==> config.mk <==
export PLATFORM = sky130hd
export DESIGN_NAME = maple_tx_flat
export DESIGN_NICKNAME = d
export VERILOG_FILES = /design/src/rtl/maple_pkg.sv /design/src/rtl/maple_tx_if.sv /design/src/rtl/maple_tx_shifter.sv /design/src/rtl/maple_tx.sv /design/src/flat_wrapper.sv
export SDC_FILE = /design/constraint.sdc
export NUM_CORES = 1
export LEC_CHECK = 0
export CORE_ASPECT_RATIO = 1.2
export CORE_MARGIN = 5
export CORE_UTILIZATION = 55
export CTS_BUF_LIST = sky130_fd_sc_hd__clkbuf_16
export DETAILED_ROUTE_END_ITERATION = 10
export GPL_TIMING_DRIVEN = 0
export MAX_ROUTING_LAYER = met4
export PLACE_DENSITY = 0.77
export SLEW_MARGIN = 10
export SYNTH_ARGS = -nofsm -noshare
export SYNTH_HDL_FRONTEND = slang
export SYNTH_SLANG_ARGS = --single-unit
==> constraint.sdc <==
create_clock -name clk -period 5.8 [get_ports clk]
set_input_delay 0.58 -clock clk [delete_from_list [all_inputs] [get_ports clk]]
set_output_delay 0.58 -clock clk [all_outputs]
set_load 0.02 [all_outputs]
==> src/rtl/maple_pkg.sv <==
// Shared definitions for the Maple bus transmitter: FSM states, pulse defaults, line levels.
// Latency: n/a (declarations only).
// Backpressure: n/a.
package maple_pkg;

  typedef enum logic [1:0] {
    ST_IDLE,
    ST_START,
    ST_DATA,
    ST_END
  } state_e;

  localparam int DEF_START_PULSES = 4;
  localparam int DEF_END_PULSES   = 2;
  localparam int PULSE_W          = 4;    // pulse counter width, room for 8 pulses plus gap marker
  localparam logic LINE_IDLE      = 1'b1; // released lines are pulled high

  // Line levels {pin1, pin5} for one data sub-phase. Odd bit indices (7,5,3,1) use pin1 as
  // the clock line with pin5 carrying data; even indices swap the roles. half=1 is the
  // falling edge of the clock line where the receiver samples.
  function automatic logic [1:0] data_lines(input logic [2:0] idx, input logic half,
                                            input logic d);
    return idx[0] ? {~half, d} : {d, ~half};
  endfunction

endpackage

==> src/rtl/maple_tx_if.sv <==
// Host/pad side signal bundle of the Maple transmitter.
// Latency: n/a (wiring only).
// Backpressure: tx_valid/tx_ready handshake, byte accepted when both are high.
interface maple_tx_if;
  logic       tick;
  logic [7:0] tx_data;
  logic       tx_valid;
  logic       tx_last;
  logic       tx_ready;
  logic       pin1;
  logic       pin5;
  logic       oe;
  logic       busy;
  logic       underrun;

  modport master (
    output tick, tx_data, tx_valid, tx_last,
    input  tx_ready, pin1, pin5, oe, busy, underrun
  );

  modport slave (
    input  tick, tx_data, tx_valid, tx_last,
    output tx_ready, pin1, pin5, oe, busy, underrun
  );
endinterface

==> src/rtl/maple_tx_shifter.sv <==
// Byte holder for the transmitter: current byte, one-deep shadow byte, last flag, bit/half counter.
// Latency: next sub-phase values are combinational from the controls, registered on the same edge.
// Backpressure: shadow accepts one byte; a write on the reload cycle bypasses straight into the byte.
module maple_tx_shifter (
  input  logic       clk,
  input  logic       rst,
  input  logic       ld,          // first byte of a frame
  input  logic [7:0] ld_data,
  input  logic       ld_last,
  input  logic       begin_data,  // enter bit 7 tick a
  input  logic       step,        // advance one sub-phase (reloads after bit 0 tick b)
  input  logic       shadow_wr,
  input  logic [7:0] wr_data,
  input  logic       wr_last,
  output logic       byte_done,
  output logic       shadow_full,
  output logic       last_flag,
  output logic [2:0] nxt_idx,
  output logic       nxt_half,
  output logic       nxt_bit
);
  import maple_pkg::*;

  logic [7:0] data_q, shadow_q, nxt_data;
  logic       last_q, shadow_last_q, shadow_vld_q, nxt_last;
  logic [2:0] idx_q;
  logic       half_q;

  assign byte_done   = (idx_q == 3'd0) & half_q;
  assign shadow_full = shadow_vld_q;
  assign last_flag   = last_q;

  // Next byte/counter position; index wraps 0->7 so the reload lands on bit 7.
  always_comb begin
    nxt_data = data_q;
    nxt_last = last_q;
    nxt_idx  = idx_q;
    nxt_half = half_q;
    if (ld) begin
      nxt_data = ld_data;
      nxt_last = ld_last;
    end
    if (begin_data) begin
      nxt_idx  = 3'd7;
      nxt_half = 1'b0;
    end else if (step) begin
      if (!half_q) begin
        nxt_half = 1'b1;
      end else begin
        nxt_half = 1'b0;
        nxt_idx  = idx_q - 3'd1;
        if (idx_q == 3'd0) begin
          if (shadow_vld_q) begin
            nxt_data = shadow_q;
            nxt_last = shadow_last_q;
          end else begin
            nxt_data = wr_data;
            nxt_last = wr_last;
          end
        end
      end
    end
    nxt_bit = nxt_data[nxt_idx];
  end

  // Byte, counters and shadow register; reset discards any held shadow byte.
  always_ff @(posedge clk) begin
    if (rst) begin
      data_q        <= 8'h00;
      last_q        <= 1'b0;
      idx_q         <= 3'd7;
      half_q        <= 1'b0;
      shadow_q      <= 8'h00;
      shadow_last_q <= 1'b0;
      shadow_vld_q  <= 1'b0;
    end else begin
      data_q <= nxt_data;
      last_q <= nxt_last;
      idx_q  <= nxt_idx;
      half_q <= nxt_half;
      if (step & byte_done) begin
        shadow_vld_q <= 1'b0;
      end else if (shadow_wr) begin
        shadow_q      <= wr_data;
        shadow_last_q <= wr_last;
        shadow_vld_q  <= 1'b1;
      end
    end
  end

endmodule

==> src/rtl/maple_tx.sv <==
// Maple bus line transmitter: start pattern, alternating-phase data bits, end pattern on pin1/pin5.
// Latency: first line change on the first tick strictly after the IDLE handshake; one sub-phase per tick.
// Backpressure: tx_ready in IDLE and during bit 0 of a non-last byte; missing data ends the frame with underrun.
module maple_tx
  import maple_pkg::*;
#(
  parameter int START_PULSES = DEF_START_PULSES,
  parameter int END_PULSES   = DEF_END_PULSES
) (
  input  logic       clk,
  input  logic       rst,
  maple_tx_if.slave  bus
);

  localparam logic [PULSE_W-1:0] S_P = PULSE_W'(START_PULSES);
  localparam logic [PULSE_W-1:0] E_P = PULSE_W'(END_PULSES);

  state_e             state_q;
  logic [PULSE_W-1:0] pcnt_q;
  logic               hi_q;
  logic               pin1_q, pin5_q, oe_q, busy_q, ready_q, urun_q;

  logic       hs, cont, byte_done, shadow_full, last_flag;
  logic       ld, begin_data, step, shadow_wr;
  logic [2:0] nxt_idx;
  logic       nxt_half, nxt_bit;

  assign hs         = bus.tx_valid & ready_q;
  assign cont       = shadow_full | hs;
  assign ld         = (state_q == ST_IDLE) & hs;
  assign begin_data = (state_q == ST_START) & bus.tick & (pcnt_q > S_P);
  assign step       = (state_q == ST_DATA) & bus.tick & (~byte_done | (~last_flag & cont));
  assign shadow_wr  = (state_q == ST_DATA) & hs;

  maple_tx_shifter u_shifter (
    .clk        (clk),
    .rst        (rst),
    .ld         (ld),
    .ld_data    (bus.tx_data),
    .ld_last    (bus.tx_last),
    .begin_data (begin_data),
    .step       (step),
    .shadow_wr  (shadow_wr),
    .wr_data    (bus.tx_data),
    .wr_last    (bus.tx_last),
    .byte_done  (byte_done),
    .shadow_full(shadow_full),
    .last_flag  (last_flag),
    .nxt_idx    (nxt_idx),
    .nxt_half   (nxt_half),
    .nxt_bit    (nxt_bit)
  );

  // Frame FSM with pattern counters; every line output is registered here.
  always_ff @(posedge clk) begin
    if (rst) begin
      state_q <= ST_IDLE;
      pcnt_q  <= '0;
      hi_q    <= 1'b0;
      pin1_q  <= LINE_IDLE;
      pin5_q  <= LINE_IDLE;
      oe_q    <= 1'b0;
      busy_q  <= 1'b0;
      ready_q <= 1'b0;
      urun_q  <= 1'b0;
    end else begin
      urun_q <= 1'b0;
      case (state_q)
        ST_IDLE: begin
          if (hs) begin
            busy_q  <= 1'b1;
            ready_q <= 1'b0;
          end else if (busy_q && bus.tick) begin
            state_q <= ST_START;
            oe_q    <= 1'b1;
            pin1_q  <= 1'b0;
            pin5_q  <= 1'b0;
            pcnt_q  <= PULSE_W'(1);
            hi_q    <= 1'b0;
          end else if (!busy_q) begin
            ready_q <= 1'b1;
          end
        end
        ST_START: begin
          if (bus.tick) begin
            if (pcnt_q > S_P) begin
              state_q          <= ST_DATA;
              {pin1_q, pin5_q} <= data_lines(nxt_idx, nxt_half, nxt_bit);
            end else if (!hi_q) begin
              hi_q   <= 1'b1;
              pin5_q <= 1'b1;
            end else if (pcnt_q < S_P) begin
              pcnt_q <= pcnt_q + 1'b1;
              hi_q   <= 1'b0;
              pin5_q <= 1'b0;
            end else begin
              pcnt_q <= pcnt_q + 1'b1;
              pin1_q <= 1'b1;
              pin5_q <= 1'b1;
            end
          end
        end
        ST_DATA: begin
          if (hs) ready_q <= 1'b0;
          if (bus.tick) begin
            if (byte_done && (last_flag || !cont)) begin
              state_q <= ST_END;
              pin1_q  <= 1'b0;
              pin5_q  <= 1'b0;
              pcnt_q  <= PULSE_W'(1);
              hi_q    <= 1'b0;
              ready_q <= 1'b0;
              urun_q  <= ~last_flag;
            end else begin
              {pin1_q, pin5_q} <= data_lines(nxt_idx, nxt_half, nxt_bit);
              ready_q <= (nxt_idx == 3'd0) & ~nxt_half & ~last_flag;
            end
          end
        end
        ST_END: begin
          if (bus.tick) begin
            if (!hi_q) begin
              hi_q   <= 1'b1;
              pin1_q <= 1'b1;
            end else if (pcnt_q < E_P) begin
              pcnt_q <= pcnt_q + 1'b1;
              hi_q   <= 1'b0;
              pin1_q <= 1'b0;
            end else begin
              state_q <= ST_IDLE;
              pin1_q  <= LINE_IDLE;
              pin5_q  <= LINE_IDLE;
              oe_q    <= 1'b0;
              busy_q  <= 1'b0;
              ready_q <= 1'b1;
            end
          end
        end
        default: state_q <= ST_IDLE;
      endcase
    end
  end

  assign bus.pin1     = pin1_q;
  assign bus.pin5     = pin5_q;
  assign bus.oe       = oe_q;
  assign bus.busy     = busy_q;
  assign bus.tx_ready = ready_q;
  assign bus.underrun = urun_q;

endmodule

==> src/flat_wrapper.sv <==
// flat-port wrapper written by rule: the top's interface ports become plain ports
module maple_tx_flat import maple_pkg::*;
#(
  parameter int START_PULSES = DEF_START_PULSES,
  parameter int END_PULSES   = DEF_END_PULSES
)
  (clk, rst, bus_tick, bus_tx_data, bus_tx_valid, bus_tx_last, bus_tx_ready, bus_pin1, bus_pin5, bus_oe, bus_busy, bus_underrun);
  maple_tx_if bus_i ();
  input  logic clk;
  input  logic rst;
  input wire logic [$bits(bus_i.tick)-1:0] bus_tick;
  input wire logic [$bits(bus_i.tx_data)-1:0] bus_tx_data;
  input wire logic [$bits(bus_i.tx_valid)-1:0] bus_tx_valid;
  input wire logic [$bits(bus_i.tx_last)-1:0] bus_tx_last;
  output wire logic [$bits(bus_i.tx_ready)-1:0] bus_tx_ready;
  output wire logic [$bits(bus_i.pin1)-1:0] bus_pin1;
  output wire logic [$bits(bus_i.pin5)-1:0] bus_pin5;
  output wire logic [$bits(bus_i.oe)-1:0] bus_oe;
  output wire logic [$bits(bus_i.busy)-1:0] bus_busy;
  output wire logic [$bits(bus_i.underrun)-1:0] bus_underrun;
  assign bus_i.tick = bus_tick;
  assign bus_i.tx_data = bus_tx_data;
  assign bus_i.tx_valid = bus_tx_valid;
  assign bus_i.tx_last = bus_tx_last;
  assign bus_tx_ready = bus_i.tx_ready;
  assign bus_pin1 = bus_i.pin1;
  assign bus_pin5 = bus_i.pin5;
  assign bus_oe = bus_i.oe;
  assign bus_busy = bus_i.busy;
  assign bus_underrun = bus_i.underrun;
  maple_tx #(.START_PULSES(START_PULSES), .END_PULSES(END_PULSES)) u_core (.clk(clk), .rst(rst), .bus(bus_i));
endmodule
# Word level (Yosys, flattened, before mapping)
# Cells that the tools add are included.
[totals] register_bits=36 in_bits=13
[op_classes] n_addsub=2 order_cmp=4 n_eq_ne=21 n_mux=84 n_bitwise=21 reduce_logical=20
[op_table] cell="2-to-1 mux 8 bit" n=6
[op_table] cell="2-to-1 mux 1 bit" n=46
[op_table] cell="2-to-1 mux 4 bit" n=10
[op_table] cell="AND reduction 7 bit" n=4
[op_table] cell="2-to-1 mux 2 bit" n=10
[op_table] cell="!= test 2 bit (second input constant)" n=9
[op_table] cell="one-hot mux 4 bit (4 select lines)" n=1
[op_table] cell="AND 1 bit" n=12
[op_table] cell="one-hot mux 1 bit (4 select lines)" n=3
[op_table] cell="AND reduction 10 bit" n=1
[op_table] cell="2-to-1 mux 3 bit" n=3
[op_table] cell="!= test 3 x 2 -> 1 bit (second input constant)" n=3
[op_table] cell="AND reduction 9 bit" n=1
[op_table] cell="!= test 2 x 1 -> 1 bit (second input constant)" n=4
[op_table] cell="one-hot mux 2 bit (4 select lines)" n=1
[op_table] cell="NOT 1 bit" n=7
[op_table] cell="logical NOT 3 bit" n=2
[op_table] cell="!= test 3 bit (second input constant)" n=2
[op_table] cell="AND reduction 6 bit" n=1
[op_table] cell="AND reduction 5 bit" n=1
[op_table] cell="adder 4 x 1 -> 4 bit (second input constant)" n=1
[op_table] cell="equality test 2 bit (second input constant)" n=2
[op_table] cell="greater-than comparator 4 x 3 -> 1 bit (second input constant)" n=1
[op_table] cell="< comparator 3 x 4 -> 1 bit (second input constant)" n=1
[op_table] cell="other kinds (17)" n=20

# Longest topological paths before layout
[logic_depth] depth_word=13 ltp_mapped=12 mapped_depth_nobuf=10

# Hierarchy
# Synthesis repeated with hierarchy kept, for this count alone.
[hier_totals] cells_unflattened=235 area_unflattened_um2=2092.0
[modules_own_cells] module="maple_tx_shifter" instances=1 cells_each=118 area_each_um2=1177.4
[modules_own_cells] module="maple_tx" instances=1 cells_each=117 area_each_um2=914.6

# Worst setup path before layout
# Ideal clock, no wire load.
[synth_timing] path_kind="in2reg" startpoint="input port bus_tx_valid" endpoint="register u_core.pin1_q, in the netlist u_core.bus.pin1" t_arrival_ns=2.459 required_time_ns=5.704 setup_slack_ns=3.246 cell_stages=9 n_path_buf=1 path_cell_list="and2_1 clkbuf_1 nand2_2 mux2i_1 mux2_2 mux2i_1 o22ai_1 or3_1 o41ai_2"
[synth_between] elab_chain_len=13
[synth_lines] item="start: declaration" line="flat_wrapper.sv:13" rtl="input wire logic [$bits(bus_i.tx_valid)-1:0] bus_tx_valid;"
[synth_lines] item="AND 1 bit (*)" line="maple_tx.sv:28" rtl="assign hs = bus.tx_valid & ready_q;"
[synth_lines] item="AND 1 bit or bitwise OR 1 bit (tied branches)" line="maple_tx.sv:30, maple_tx.sv:29"
[synth_lines] item="2-to-1 mux 8 bit or AND 1 bit (tied branches)" line="maple_tx_shifter.sv:39, maple_tx.sv:32"
[synth_lines] item="2-to-1 mux 8 bit or bitwise OR 1 bit (tied branches)" line="maple_tx_shifter.sv:52, maple_tx.sv:32"
[synth_lines] item="2-to-1 mux 8 bit or AND 1 bit (tied branches)" line="maple_tx_shifter.sv:47, maple_tx.sv:32"
[synth_lines] item="2-to-1 mux 8 bit or 2-to-1 mux 3 bit (tied branches)" line="maple_tx_shifter.sv:46" rtl="end else if (step) begin"
[synth_lines] item="2-to-1 mux 8 bit or 2-to-1 mux 3 bit (tied branches)" line="maple_tx_shifter.sv:43" rtl="if (begin_data) begin"
[synth_lines] item="binary-select mux 1 bit (select 3 bit)" line="maple_tx_shifter.sv:63" rtl="nxt_bit = nxt_data[nxt_idx];"
[synth_lines] item="2-to-1 mux 1 bit (implied by the code)" line="maple_tx_shifter.sv:63"
[synth_lines] item="2-to-1 mux 2 bit" line="maple_pkg.sv:23" rtl="return idx[0] ? {~half, d} : {d, ~half};"
[synth_lines] item="2-to-1 mux 1 bit (on tied branches)" line="maple_tx.sv:106, maple_tx.sv:86"
[synth_lines] item="2-to-1 mux 1 bit (on tied branches)" line="maple_tx.sv:105, maple_tx.sv:85"
[synth_lines] item="one-hot mux 1 bit (4 select lines)" line="maple_tx.sv:68" rtl="case (state_q)"
[synth_lines] item="end signal: assignment" line="maple_tx.sv:88" rtl="{pin1_q, pin5_q} <= data_lines(nxt_idx, nxt_half, nxt_bit);"
[synth_lines] item="end signal: assignment" line="maple_tx.sv:115" rtl="{pin1_q, pin5_q} <= data_lines(nxt_idx, nxt_half, nxt_bit);"
[synth_lines] item="end: declaration" line="maple_tx.sv:21" rtl="logic pin1_q, pin5_q, oe_q, busy_q, ready_q, urun_q;"
# Mark *: on every way between the ends. The rest lies on a longest branch, timed or not. The select of a mux whose other input is x is not followed.
# A chain may end at the register's enable or synchronous reset.

# Worst setup path in the final report
# Same ends and word-level chain as after synthesis.

==> impl_metrics.yaml <==
run_status:
  status: "complete, no violations"
critical_path:
  worstPathArrival_ps: 3290
  crit_fanout: 10
  critPathKind: "input pin to flop"
  cp-end-kind: "flop"
  crit_buf_inv: 2
  critPathMaxStageDelay_ps: 500
  crit_top_cell: "mux2i_1"
  cp-start-kind: "input pin"
  crit_family: "buffers and inverters"
  worstPathRequired_ps: 5990
  worst_path_max_delay_cell: "clkdlybuf4s50_1"
  cp_cell_sequence: "clkdlybuf4s50_1 > and2_1 > clkbuf_1 > nand2_2 > mux2i_1 > mux2_2 > mux2i_1 > o22ai_1 > or3_1 > o41ai_2"
global_routing:
  grt_max_degree: 13
  antenna_found_initial: 0
  grt_pass1_vias: 1710
  grt_pass1_wl_mm: 7.69
  overflow: 0
  grt_usage_pct: 19.7
routing:
  drc: 0
  dr.first_iter.drc_count: 114
  via_count: 1816
  avgViaCountPerCell: 5.68
  wirelength_mm: 4.65
  wl_per_cell_um: 14.5
  met3_wirelength_um: 218
  wl_met2_mm: 2.22
  ant_nets: 0
  drtPass1Iterations: 4
  routed.top_layer: "met4"
  m1WireLength_mm: 2.14
yosys:
  async_reset_ff_share_pct: 0
  synth-seq-cells: 36
  synthCells: 243
  synth.distinct_cells: 52
  synth.avg_cell_area_um2: 8.74
  synth_flop_cell: "dfxtp_1"
  synth.net_count: 265
  synth_edf_count: 0
  synth_area_um2: 2120
  yosysWarnings: 0
  synth_seq_area_share_pct: 33.9
final_layout:
  syn2layout_area_growth_pct: 19.0
  multiInputGateArea_um2: 1320
  fin_nets: 289
  nFillCells: 321
  final_cell_mix: "nor2_1 (39), dfxtp_1 (36), mux2i_1 (30)"
  final_cell_area_um2: 2530
  layout_commonest_cell: "nor2_1"
  stdcell_count: 320
  layout-drive-gt1-share_pct: 11.9
  insertedDiodeCount: 0
  register_area_um2: 721
  finish.utilization_pct: 68.4
clock_tree:
  clk-insertion-delay-late_ps: 280
  numCtsBuffers: 5
  cts_hold_buf: 0
  cts-root-buf: "clkbuf_16"
  htree_levels: 2
  cts.clk_slew.worst_paths_ps: 60
  cts_tree: "yes"
  cts_max_path_buffers: 2
  postCtsSetupBuffers: 0
  clock_sinks: 36
  cts_resized: 0
sta:
  fin_crit_sh_pct: 53.6
  slew_headroom_pct: 53.2
  tightest_slew_ps: 701
  hold_ws_ps: 493
  setup_viol_count_final: 0
  finalHoldViolCount: 0
  fmax_ghz: 0.322
  skew_ps: 4.46
  rsz0062_at_grt: "no"
  finalCriticalPeriod_ps: 3110
  fin_tns_setup_ps: 0
  slew_viol_final: 0
floorplan:
  io_pins: 19
  coreArea_um2: 3690
  initial_core_util_pct: 57.5
  die-area_um2: 5210
  die_h_um: 78.1
  die_w_um: 66.7
  fp-row-count: 24
place:
  port_buffers: 17
  dp_hpwl_mm: 3.31
  gp_congestion: 0.838
  placed_cells: 312
  placed_area_um2: 2360
power_and_ir_drop:
  powerDensity_nw_per_um2: 374
  leakage_nw: 1.02
  ir_drop_uv: 215
hold_path:
  hold_class: "flop to flop"
run:
  drv_cap: 0
[kinds of logic (layout without fill, tap and decap cells)]
group,Yosys count,count (layout),share of synthesized area (%)
compound gates,52,52,17.6
flops,36,36,33.9
mux,38,38,18.7
simple gates,90,90,20.5
buf+inv,18,43,4.01
fa+ha+maj,9,9,5.30
[final timing paths]
path | start | to | slack, ps | cells after the start
max | bus_tx_valid | u_core.bus.pin1$_SDFFE_PP1P_ | 2690 | 10
min | u_core.bus.tx_ready$_SDFFE_PP0P_ | u_core.bus.tx_ready$_SDFFE_PP0P_ | 490 | 2
max reg2reg | u_core.state_q[0]$_SDFFE_PP0P_ | u_core.bus.pin1$_SDFFE_PP1P_ | 2920 | 12
min reg2reg | u_core.bus.tx_ready$_SDFFE_PP0P_ | u_core.bus.tx_ready$_SDFFE_PP0P_ | 490 | 2
[power breakdown]
| part | switching (mW) | internal (mW) | total, mW |
|---|---|---|---|
| Clock | 0.106 | 0.202 | 0.308 |
| Sequential | 0.0273 | 0.281 | 0.309 |
| Combinational | 0.186 | 0.142 | 0.328 |
| Total | 0.319 | 0.625 | 0.944 |
[area by class of cell]
| class | instances | area share (%) |
|---|---|---|
| plain buffers | 13 | 2.62 |
| clock inverters | 3 | 1.68 |
| multi-input cells | 189 | 52.2 |
| well taps | 52 | 2.57 |
| flip-flops and latches | 36 | 28.5 |
| repair buffers | 17 | 6.73 |
| clock buffers | 5 | 4.95 |
| inverters | 5 | 0.743 |
[metal layers]
| layer | vias up | track usage [%] |
|---|---|---|
| li1 | 922 | - |
| met4 | 0 | 8.33 |
| met5 | - | - |
| met2 | 40 | 30.8 |
| met3 | 7 | 6.43 |
| met1 | 847 | 22.9 |
[registers in the layout (all words and copies together) (netlist names), 2 cells and up]
register and count:
u_core.u_shifter.shadow_q 8, u_core.pcnt_q 4, u_core.u_shifter.data_q 8, u_core.u_shifter.idx_q 3, u_core.state_q 2
[synthesized netlist by cell type, types with 3 or more instances]
cell type | n | area [um2]
o21ai_0 | 12 | 60.1
nor3_1 | 5 | 25.0
mux2_2 | 6 | 67.6
nand2b_1 | 5 | 31.3
clkbuf_1 | 7 | 26.3
and2_1 | 3 | 18.8
o21a_1 | 3 | 22.5
mux2i_1 | 30 | 300
a211oi_1 | 3 | 22.5
inv_1 | 5 | 18.8
ha_1 | 9 | 113
dfxtp_1 | 36 | 721
a21oi_1 | 12 | 60.1
nor2_1 | 39 | 146
nand2_1 | 17 | 63.8
[worst min-delay path, cell delays in order (launching register included)]
cell and delay [ps]:
dfxtp_1 330, nand2_1 60, a21oi_1 50
[through the flow]
step           setup slack, ps  total power, mW
5_1_grt                   2570            0.997
3_3_place_gp              2450            0.628
6_report                  2690            0.944
2_1_floorplan             3250            0.549
3_5_place_dp              2400            0.636
4_1_cts                   2690            0.946
No activity file was read; power rests on OpenSTA's default activity.
==> edit: new RTL, same flow settings <==
The package constant `PULSE_W` goes from 4 to 5.
--- a/src/rtl/maple_pkg.sv
+++ b/src/rtl/maple_pkg.sv
@@ -12,7 +12,7 @@
 
   localparam int DEF_START_PULSES = 4;
   localparam int DEF_END_PULSES   = 2;
-  localparam int PULSE_W          = 4;    // pulse counter width, room for 8 pulses plus gap marker
+  localparam int PULSE_W          = 5;    // pulse counter width, room for 8 pulses plus gap marker
   localparam logic LINE_IDLE      = 1'b1; // released lines are pulled high
 
   // Line levels {pin1, pin5} for one data sub-phase. Odd bit indices (7,5,3,1) use pin1 as
Behaviour: no difference found for any inputs over 10 cycles, from zero or initial values and one cycle with rst high; that may be too few to reach the edited logic, so the function may still have changed.
==> edit against the unedited design <==
  * Area after synthesis up 3.0%
  * Critical path depth down 1
  * Final area up 1.1%
  * Clock power down 18%
  * Synthesized cell count up 7.4%
  * Routed wire length up 19%
  * Total power up 5.7%
  * Worst setup slack better by 0.34 ns
  * Sequential cell count up 1
  * First-iteration DRC count unchanged
  * Worst hold slack better by 0.0024 ns
  * Largest power group unchanged
==> edit: results (changes against the unedited design) <==
metric,value,unit,change
outcome,"finished, final reports clean",,unchanged
Fillers,339,,was 321
P_leak,0.918,nW,was 1.02 nW
Layout Nets,307,,was 289
Ys Warns,0,,unchanged
r2r setup slk,3.12,ns,was 2.92 ns
TritonRoute pass-1 iters,5,,was 4
CP arrival,2.91,ns,was 3.29 ns
largest net degree at the start of global routing,11,,was 13
Synth top cells by count,"37 x dfxtp_1, 33 x nor2_1, 19 x nand2_1",,"was 39 x nor2_1, 36 x dfxtp_1, 30 x mux2i_1"
post-synthesis sequential area ratio,33.8,%,was 33.9%
main flop type after synthesis,dfxtp_1,,unchanged
Bufs on Longest Clock Path,2,,unchanged
DP Wirelength,4060,um,was 3310 um
vias post-DR,2078,,was 1816
syn_nets,283,,was 265
reg2reg path depth,10,,was 12
Worst-Margin Slew,0.662,ns,was 0.701 ns
Worst Skew,0.00367,ns,was 0.00446 ns
count of cell types in the netlist,66,,was 52
vias in the first global route,1998,,was 1710
Area contributors post-synth,"dfxtp_1 34%, mux2i_1 5.9%, nor2_1 5.7%",,"was dfxtp_1 34%, mux2i_1 14%, nor2_1 6.9%"
worst setup path start,bus_tick,,was bus_tx_valid
CTS H-tree lvls,2,,unchanged
layout cells sized above 1,8.80,%,was 11.9%
WL/cell,16.4,um,was 14.5 um
Worst Hold Path EP,u_core.u_shifter.shadow_q[0],,was u_core.bus.tx_ready
Worst VDD drop,0.252,mV,was 0.215 mV
Iter 0 DRT Violations,114,,unchanged
first-pass GRT wire length,9100,um,was 7690 um
GP Congestion,0.935,,was 0.838
GRT Total Usage,23.2,%,was 19.7%
Fin Hold WS,0.495,ns,was 0.493 ns
"Reg clk slew, reported paths",0.05,ns,
Synth async-reset ratio,0,%,unchanged
Worst path top cell family by delay,compound AO/OA/AOI/OAI gates,,was buffers and inverters
Top Registers,"u_core.u_shifter.data_q: 8 flops, u_core.u_shifter.shadow_q: 8 flops, u_core.pcnt_q: 5 flops",,"was u_core.u_shifter.data_q: 8 flops, u_core.u_shifter.shadow_q: 8 flops, u_core.pcnt_q: 4 flops"
min-delay src,u_core.u_shifter.shadow_q[0],,was u_core.bus.tx_ready
edit: changes by cell type in the layout (fill, tap and decap cells not counted), sizes merged, moves of 3 or more:
cell	before	now
mux2i	30	13
mux2	8	0
inv	5	12
nor2	40	33
nand3	2	8
nor3	5	10
a21oi	13	9
o31ai	0	4
or2	1	4
edit: metal layers:
metal  vias up  share of wire, %  GRT usage, %  wire (um)
li1       1014                 -             -          -
met1       966                42          26.7       2310
met2        79                49          36.8       2720
met3        19               5.8          5.66        321
met4         0               3.2          12.0        176
met5         -                 0             -          0
edit: worst max-delay path by stage:
stage / endpoint / slack [ns] / cells past startpoint
floorplan: u_core.bus.pin1 / 3.39 / 10
global placement: u_core.bus.pin1 / 2.82 / 9
detailed placement: u_core.bus.pin1 / 2.81 / 9
CTS: u_core.bus.pin1 / 3.07 / 9
global route: u_core.bus.tx_ready / 2.88 / 9
finish: u_core.bus.pin1 / 3.04 / 9
edit: cell families (layout without fill, tap and decap cells):
family | count (synthesis) | in the layout | synth area share, %
AND/OR/NAND/NOR | 106 | 106 | 24.8
AO/OA/AOI/OAI | 69 | 69 | 24.6
flip-flops | 37 | 37 | 33.8
buffers and inverters | 25 | 48 | 4.86
multiplexers | 13 | 13 | 5.95
adder cells (fa/ha/maj) | 9 | 9 | 5.15
XOR/XNOR | 2 | 2 | 0.801
edit: final cells by class:
cell class | instances | area (um^2) | area share (%)
Buffer | 13 | 61.3 | 2.40
Clock buffer | 5 | 125 | 4.89
Clock inverter | 1 | 5.00 | 0.196
Inverter | 12 | 45.0 | 1.76
Multi-Input combinational cell | 199 | 1340 | 52.5
Sequential cell | 37 | 741 | 29.0
Tap cell | 54 | 67.6 | 2.64
Timing Repair Buffer | 17 | 170 | 6.66
edit: metrics by stage:
stage / utilization (%) / std cells / cell area, um^2 / worst slack (ns)
after floorplan: - / 261 / 2190 / 3.39
after global placement: 62.0 / 332 / 2430 / 2.82
after detailed placement: 62.0 / 332 / 2430 / 2.81
after CTS: 65.4 / 338 / 2560 / 3.07
after global routing: 65.4 / 338 / 2560 / 2.88
final: 65.4 / 338 / 2560 / 3.04
edit: where the power goes:
part	switching, W	internal [W]	total, W
Sequential	0.0000426	0.000300	0.000343
Clock	0.0000999	0.000153	0.000253
Combinational	0.000229	0.000173	0.000402
edit: worst register-to-register path: cells and delay by family, from the launching register on:
family | cells | cell delay, ns
AND/OR/NAND/NOR | 3 | 0.47
adder cells (fa/ha/maj) | 1 | 0.25
buffers and inverters | 2 | 0.39
flip-flops | 1 | 0.35
AO/OA/AOI/OAI | 4 | 1.07
